<file path="config.mk">
export PLATFORM = sky130hd
export DESIGN_NAME = fir_core_param
export DESIGN_NICKNAME = d
export VERILOG_FILES = /design/src/rtl/fir_core_param.sv
export SDC_FILE = /design/constraint.sdc
export NUM_CORES = 1
export LEC_CHECK = 0
export BUFFER_PORTS_ARGS = -buffer_cell sky130_fd_sc_hd__buf_2
export CORE_ASPECT_RATIO = 1.5
export CORE_UTILIZATION = 55
export CTS_CLUSTER_SIZE = 24
export DETAILED_ROUTE_END_ITERATION = 8
export GPL_TIMING_DRIVEN = 1
export PLACE_DENSITY = 0.74
export RECOVER_POWER = 25
export SLEW_MARGIN = 20
export SYNTH_ARGS = -nofsm -noshare
export SYNTH_HDL_FRONTEND = slang
export SYNTH_SLANG_ARGS = --single-unit
</file>
<file path="constraint.sdc">
create_clock -name clk -period 10.7 [get_ports clk]
set_input_delay 2.14 -clock clk [delete_from_list [all_inputs] [get_ports clk]]
set_output_delay 2.14 -clock clk [all_outputs]
set_load 0.02 [all_outputs]
</file>
<file path="src/rtl/fir_core_param.sv">
`default_nettype none
// ============================================================================
// Module   : fir_core_param
// Brief    : Serial-MAC FIR filter, one tap per cycle, run-time coefficients.
// Revision : 1.0  initial release
// ============================================================================

module fir_core_param #(
    parameter int  TAPS   = 8,
    parameter int  DATA_W = 16,
    parameter int  COEF_W = 16,
    parameter int  ACC_W  = 40,
    localparam int AW     = $clog2(TAPS)
) (
    input  logic              clk,
    input  logic              rst,
    input  logic [DATA_W-1:0] x_dat,
    input  logic              x_vld,
    output logic              x_rdy,
    output logic [ACC_W-1:0]  y_dat,
    output logic              y_vld,
    input  logic              y_rdy,
    input  logic              coef_we,
    input  logic [AW-1:0]     coef_addr,
    input  logic [COEF_W-1:0] coef_dat,
    input  logic              clr,
    output logic              busy
);

    localparam int            PROD_W = DATA_W + COEF_W;
    localparam logic [AW-1:0] LAST   = AW'(TAPS - 1);

    typedef enum logic [1:0] {
        IDLE = 2'd0,
        MAC  = 2'd1,
        OUT  = 2'd2
    } state_t;

    state_t state;
    state_t state_nxt;

    logic signed [DATA_W-1:0] smp  [TAPS];
    logic signed [COEF_W-1:0] coef [TAPS];
    logic [ACC_W-1:0]         acc;
    logic [AW-1:0]            tap_idx;

    logic                     idle;
    logic                     accept;
    logic                     addr_ok;
    logic                     coef_wr;
    logic signed [PROD_W-1:0] prod;
    logic [ACC_W-1:0]         prod_ext;
    logic [ACC_W-1:0]         sum;

    assign idle    = (state == IDLE);
    assign accept  = idle && x_vld;
    assign coef_wr = idle && coef_we && addr_ok;

    // Only non-power-of-two depths can see an out-of-range address.
    if (TAPS == (1 << AW)) begin : g_addr_full
        assign addr_ok = 1'b1;
    end else begin : g_addr_part
        assign addr_ok = (32'(coef_addr) < TAPS);
    end

    assign prod     = PROD_W'(coef[tap_idx]) * PROD_W'(smp[tap_idx]);
    assign prod_ext = ACC_W'(prod);
    assign sum      = acc + prod_ext;

    always_ff @(posedge clk) begin
        if (rst) begin
            state <= IDLE;
        end else begin
            state <= state_nxt;
        end
    end

    always_comb begin
        state_nxt = state;
        x_rdy     = 1'b0;
        y_vld     = 1'b0;
        busy      = 1'b0;
        case (state)
            IDLE: begin
                x_rdy = 1'b1;
                if (x_vld) begin
                    state_nxt = MAC;
                end
            end
            MAC: begin
                busy = 1'b1;
                if (tap_idx == LAST) begin
                    state_nxt = OUT;
                end
            end
            OUT: begin
                busy  = 1'b1;
                y_vld = 1'b1;
                if (y_rdy) begin
                    state_nxt = IDLE;
                end
            end
            default: state_nxt = IDLE;
        endcase
        if (rst) begin
            x_rdy = 1'b0;
            y_vld = 1'b0;
            busy  = 1'b0;
        end
    end

    always_ff @(posedge clk) begin
        if (rst) begin
            acc     <= '0;
            y_dat   <= '0;
            tap_idx <= '0;
        end else begin
            case (state)
                IDLE: begin
                    if (x_vld) begin
                        acc     <= '0;
                        tap_idx <= '0;
                    end
                end
                MAC: begin
                    acc <= sum;
                    if (tap_idx == LAST) begin
                        y_dat   <= sum;
                        tap_idx <= '0;
                    end else begin
                        tap_idx <= tap_idx + AW'(1);
                    end
                end
                default: ;
            endcase
        end
    end

    // A clear coinciding with an accept still loads the new sample into tap 0.
    always_ff @(posedge clk) begin
        if (rst) begin
            for (int i = 0; i < TAPS; i++) begin
                smp[i] <= '0;
            end
        end else if (accept) begin
            smp[0] <= x_dat;
            for (int i = 1; i < TAPS; i++) begin
                smp[i] <= clr ? '0 : smp[i-1];
            end
        end else if (idle && clr) begin
            for (int i = 0; i < TAPS; i++) begin
                smp[i] <= '0;
            end
        end
    end

    always_ff @(posedge clk) begin
        if (rst) begin
            for (int i = 0; i < TAPS; i++) begin
                coef[i] <= '0;
            end
        end else if (coef_wr) begin
            coef[coef_addr] <= coef_dat;
        end
    end

endmodule

`default_nettype wire

</file>
Word level (Yosys, flattened, before mapping)
Memories as Yosys holds them, arrays and structs flattened. A register that Yosys moved wholly into a read port is not among the register bits.
Index checks and enable logic that the tools add are counted.
- output and inout port bits: 43
- RAM bits: 256
- flip-flop bits (word level): 85
- input port bits: 41
- memories kept: 2
- word-level logic and storage cells: 98
- reductions and logical operators: 10
- bitwise operators: 16
- add/subtract/negate cells: 2
- multipliers: 1
- mux-type cells: 57
- equality and inequality tests: 6
- memories (name ; words ; width ; rd ports ; clocked after Yosys merged registers in ; wr ports ; RTL line ; text):
    coef ; 8 ; 16 ; 1 ; 1 ; 8 ; 43 ; logic signed [COEF_W-1:0] coef [TAPS];
    smp ; 8 ; 16 ; 8 ; 1 ; 8 ; 42 ; logic signed [DATA_W-1:0] smp [TAPS];
- operators by type and width (kind ; count):
    16-bit two-way mux ; 24
    40-bit one-hot mux with 2 select lines ; 1
    40-bit adder ; 1
    40-bit two-way mux ; 1
    16-bit by 16-bit multiplier with 32-bit output ; 1
    3-bit two-way mux ; 7
    1-bit two-way mux ; 19
    1-bit bitwise OR ; 16
    16-bit OR reduction ; 1
    2-bit two-way mux ; 3
    2-bit != test, second input constant ; 3
    2-bit one-hot mux with 3 select lines ; 1
    3-bit one-hot mux with 2 select lines ; 1
    2-bit AND reduction ; 2
    3-bit by 1-bit adder with 3-bit output, second input constant ; 1
    3-bit equality test, second input constant ; 1
    1-bit logical AND ; 3
    3-bit AND reduction ; 1
    2-bit by 1-bit equality test with 1-bit output, second input constant ; 1
    2-bit equality test, second input constant ; 1
    2-bit zero test ; 1
    2-bit nonzero test ; 1
    2-bit OR reduction ; 1

Longest topological paths before layout
- word-level depth: 7
- gate-level depth with buffers: 41
- depth with buffers taken out: 37

Worst setup path before layout
No wires, ideal clock.
- kind: reg2reg
- from: register (tool-made name)
- to: register y_dat[39]
- arrival: 9.630 ns
- data required time: 10.630 ns
- buffers on the path: 3
- slack: 1.001 ns
- stages on the path, launching flop included: 39
- clock period less this slack: 9.699 ns
- setup time: 0.070 ns
- cells stage by stage: dfxtp_1 -> buf_2 -> buf_1 -> buf_2 -> mux4_2 -> mux2i_1 -> nor2_1 -> fa_1 -> inv_1 -> fa_1 -> fa_1 -> inv_1 -> fa_1 -> fa_1 -> inv_1 -> fa_1 -> inv_1 -> ha_1 -> (+3 left out) -> nor4_1 -> o31ai_1 -> a21oi_1 -> o21ai_1 -> a221o_1 -> nor2_1 -> xnor2_1 -> ha_1 -> a21oi_4 -> o21bai_1 -> a21oi_1 -> o21bai_1 -> or4b_1 -> o21a_1 -> o211ai_1 -> xor2_1 -> nand2_1 -> a21oi_1
- RTL lines (item ; RTL line ; text):
    end signal: assignment ; 128 ; y_dat <= sum;
    end: declaration ; 20 ; output logic [ACC_W-1:0] y_dat,

==> metrics.yaml <==
status: "complete, but fails checks"
violations: "max-capacitance violations, max-slew violations"
grt_first_pass_wirelength_um: 102200
dieArea_mm2: 0.04845
finalWorstSetupSlack_ns: 0.7394
routabilityCongestion: 0.9312
ctsHoldBuffers: 0
holdCritPathClass: "flop to flop"
synth-main-ff-cell: "edfxtp_1"
yosysTopAreaCell: "edfxtp_1"
grt_usage_pct: 26.82
layout.nets: 3015
max_freq_mhz: 100.4
synth_warnings: 0
h-tree-depth: 2
synth_top_area_share_pct: 22.04
min_period_over_period_pct: 93.09
worstPathArrival_ns: 10.44
cts_setup_buffers: 0
cts_root_buf: "clkbuf_16"
synth_fp_nets: 2944
synth_cell_types: 73
rsz0062_at_grt: "false"
cp-start-kind: "flop"
tns_ns: 0
cts_tree: "done"
clk_latency_ns: 0.56
drv_cap: 1
cp_max_fo: 64
synth-seq-cells: 344
synth-edff-count: 192
drive_gt1_share_pct: 10.12
ys_async_sr_fraction_pct: 0
fp-row-count: 97
wire_per_inst_um: 19.80
grt_pass1_vias: 19960
setup_viol: 0
drc: 0
antenna_left: 0
dr.pass1.iters: 7
dr.first_iter.drc_count: 1201
cts_resized: 0
worst-setup-path-type: "flop to flop"
syn_area_mm2: 0.02615
pre_cts_slack_ns: 0.7149
antenna_found_initial: 3
cp-end-kind: "flop"
vias: 18660
crit_top_cell: "fa_1"
crit_slowest_cell: "fa_1"
ios: 84
fin_crit_ns: 9.961
cpPeakStageDelay_ns: 0.56
syn_inst: 2510
fin_skew_ns: 0.02693
ys_top_cells_by_area: "edfxtp_1 22%, fa_1 20%, dfxtp_1 12%"
syn_to_final_growth_pct: 8.764
cts_max_path_buffers: 3
wl_um: 63440
cts_sinks: 344
initial_core_util_pct: 55.83
dp_hpwl_um: 47810
grt_overflow_total: 0
io_buffers: 83
numCtsBuffers: 35
tightest_slew_ns: 2.120
relSlewSlack_pct: -41.34
grt_max_degree: 66
drv_slew: 33
clkSlewWorstSetupHoldPaths_ns: 0.06
top_layer: "met5"
yosysSeqAreaShare_pct: 33.68
worst_ep_required_time_ns: 11.17
hold_viol_final: 0
met1_length_um: 23940
wl_met3_um: 2919
die_y_um: 269.1
core-area_mm2: 0.04685
syn_area_per_cell_um2: 10.42
chipWidth_um: 180.1
met2_length_um: 33280
vias_per_cell: 5.825
sequential cells by signal, summed over array words and instances (netlist names), named ones only:
signal / count
coef: 128
smp: 128
acc: 40
y_dat: 40
tap_idx: 3
state: 2
cells in the final DEF, fill, tap and decap left out, drive strengths merged, types with 4 or more instances in the layout:
cell type  Yosys  routed
inv          321     321
nor2         281     281
fa           263     263
nand2        213     213
edfxtp       192     192
and2         182     182
dfxtp        152     152
ha           130     130
a21oi        124     124
clkbuf        87      95
buf           23      95
a22oi         65      65
mux4          64      64
xnor2         54      54
o21ai         40      40
nor3b         34      34
a21o          32      32
mux2i         28      28
nand2b        24      24
mux2          23      23
and3          18      18
xor2          18      18
clkinv         0      16
nand3         14      14
o21bai        10      10
a211oi         9       9
nor3           9       9
a31oi          9       9
nor2b          8       8
o21a           8       8
o211ai         8       8
nand4          7       7
or2            6       6
o31ai          5       5
nor4b          4       4
o31a           4       4
a31o           4       4
kinds of logic (layout without fill, tap and decap cells):
kind of cell,Yosys count,after routing,share of synthesized area (%)
flip-flops,344,344,33.68
AND/OR/NAND/NOR,813,813,14.91
other,0,2,0
AO/OA/AOI/OAI,342,342,8.784
buffers and inverters,431,529,6.291
multiplexers,115,115,7.573
adder cells (fa/ha/maj),393,393,26.35
XOR/XNOR,72,72,2.411
per-layer routing:
layer | up-vias | GRT usage, %
met5 | - | 0
met4 | 2 | 13.70
met3 | 195 | 3.025
met2 | 642 | 50.64
met1 | 9338 | 29.84
li1 | 8485 | -
area by class of cell:
type	instances	area, µm²
diodes	2	5.005
clock buffers	46	957.2
clock inverters	18	157.7
fillers	3847	18400
inverters	321	1205
multi-input cells	1735	15750
flip-flops and latches	344	8815
well taps	594	743.2
repair buffers	144	817.0
synthesized netlist by cell type (all sizes together), types with 18 or more instances:
master / instances
fa: 263
nor3b: 34
buf: 23
a21oi: 124
inv: 321
a21o: 32
edfxtp: 192
ha: 130
dfxtp: 152
mux4: 64
and2: 182
mux2: 23
xnor2: 54
nand2: 213
nand2b: 24
and3: 18
a22oi: 65
clkbuf: 87
mux2i: 28
nor2: 281
xor2: 18
o21ai: 40
metrics by stage:
| step | cell area (µm²) | instances | hold WS (ns) | util [%] |
|---|---|---|---|---|
| 4_1_cts | 28520 | 3202 | 0.4524 | 60.87 |
| 6_report | 28450 | 3204 | 0.4533 | 60.72 |
| 3_3_place_gp | 27400 | 3138 | 0.4407 | 58.48 |
| 2_1_floorplan | 26150 | 2510 | 0.4505 | - |
| 5_1_grt | 28440 | 3203 | 0.4718 | 60.72 |
| 3_5_place_dp | 27400 | 3138 | 0.4439 | 58.49 |
critical path, delay by kind of cell, from the launching register on:
| family | cells | cell delay, ns |
|---|---|---|
| buffers and inverters | 5 | 0.55 |
| XOR/XNOR | 2 | 0.38 |
| flip-flops | 1 | 0.34 |
| multiplexers | 2 | 0.94 |
| AO/OA/AOI/OAI | 14 | 2.65 |
| adder cells (fa/ha/maj) | 8 | 3.64 |
| AND/OR/NAND/NOR | 5 | 1.31 |
worst paths after layout:
| path | slack, ns | to | depth (start not counted) | start |
|---|---|---|---|---|
| max | 0.74 | y_dat[39] | 36 | flop |
| min | 0.45 | y_dat[28] | 2 | y_dat[28] |
| max reg2reg | 0.74 | y_dat[39] | 36 | flop |
| min reg2reg | 0.45 | y_dat[28] | 2 | y_dat[28] |
Power is left out: the tool's default activity adds up to more than one toggle a clock period on the data nets, which glitch-free logic cannot reach.
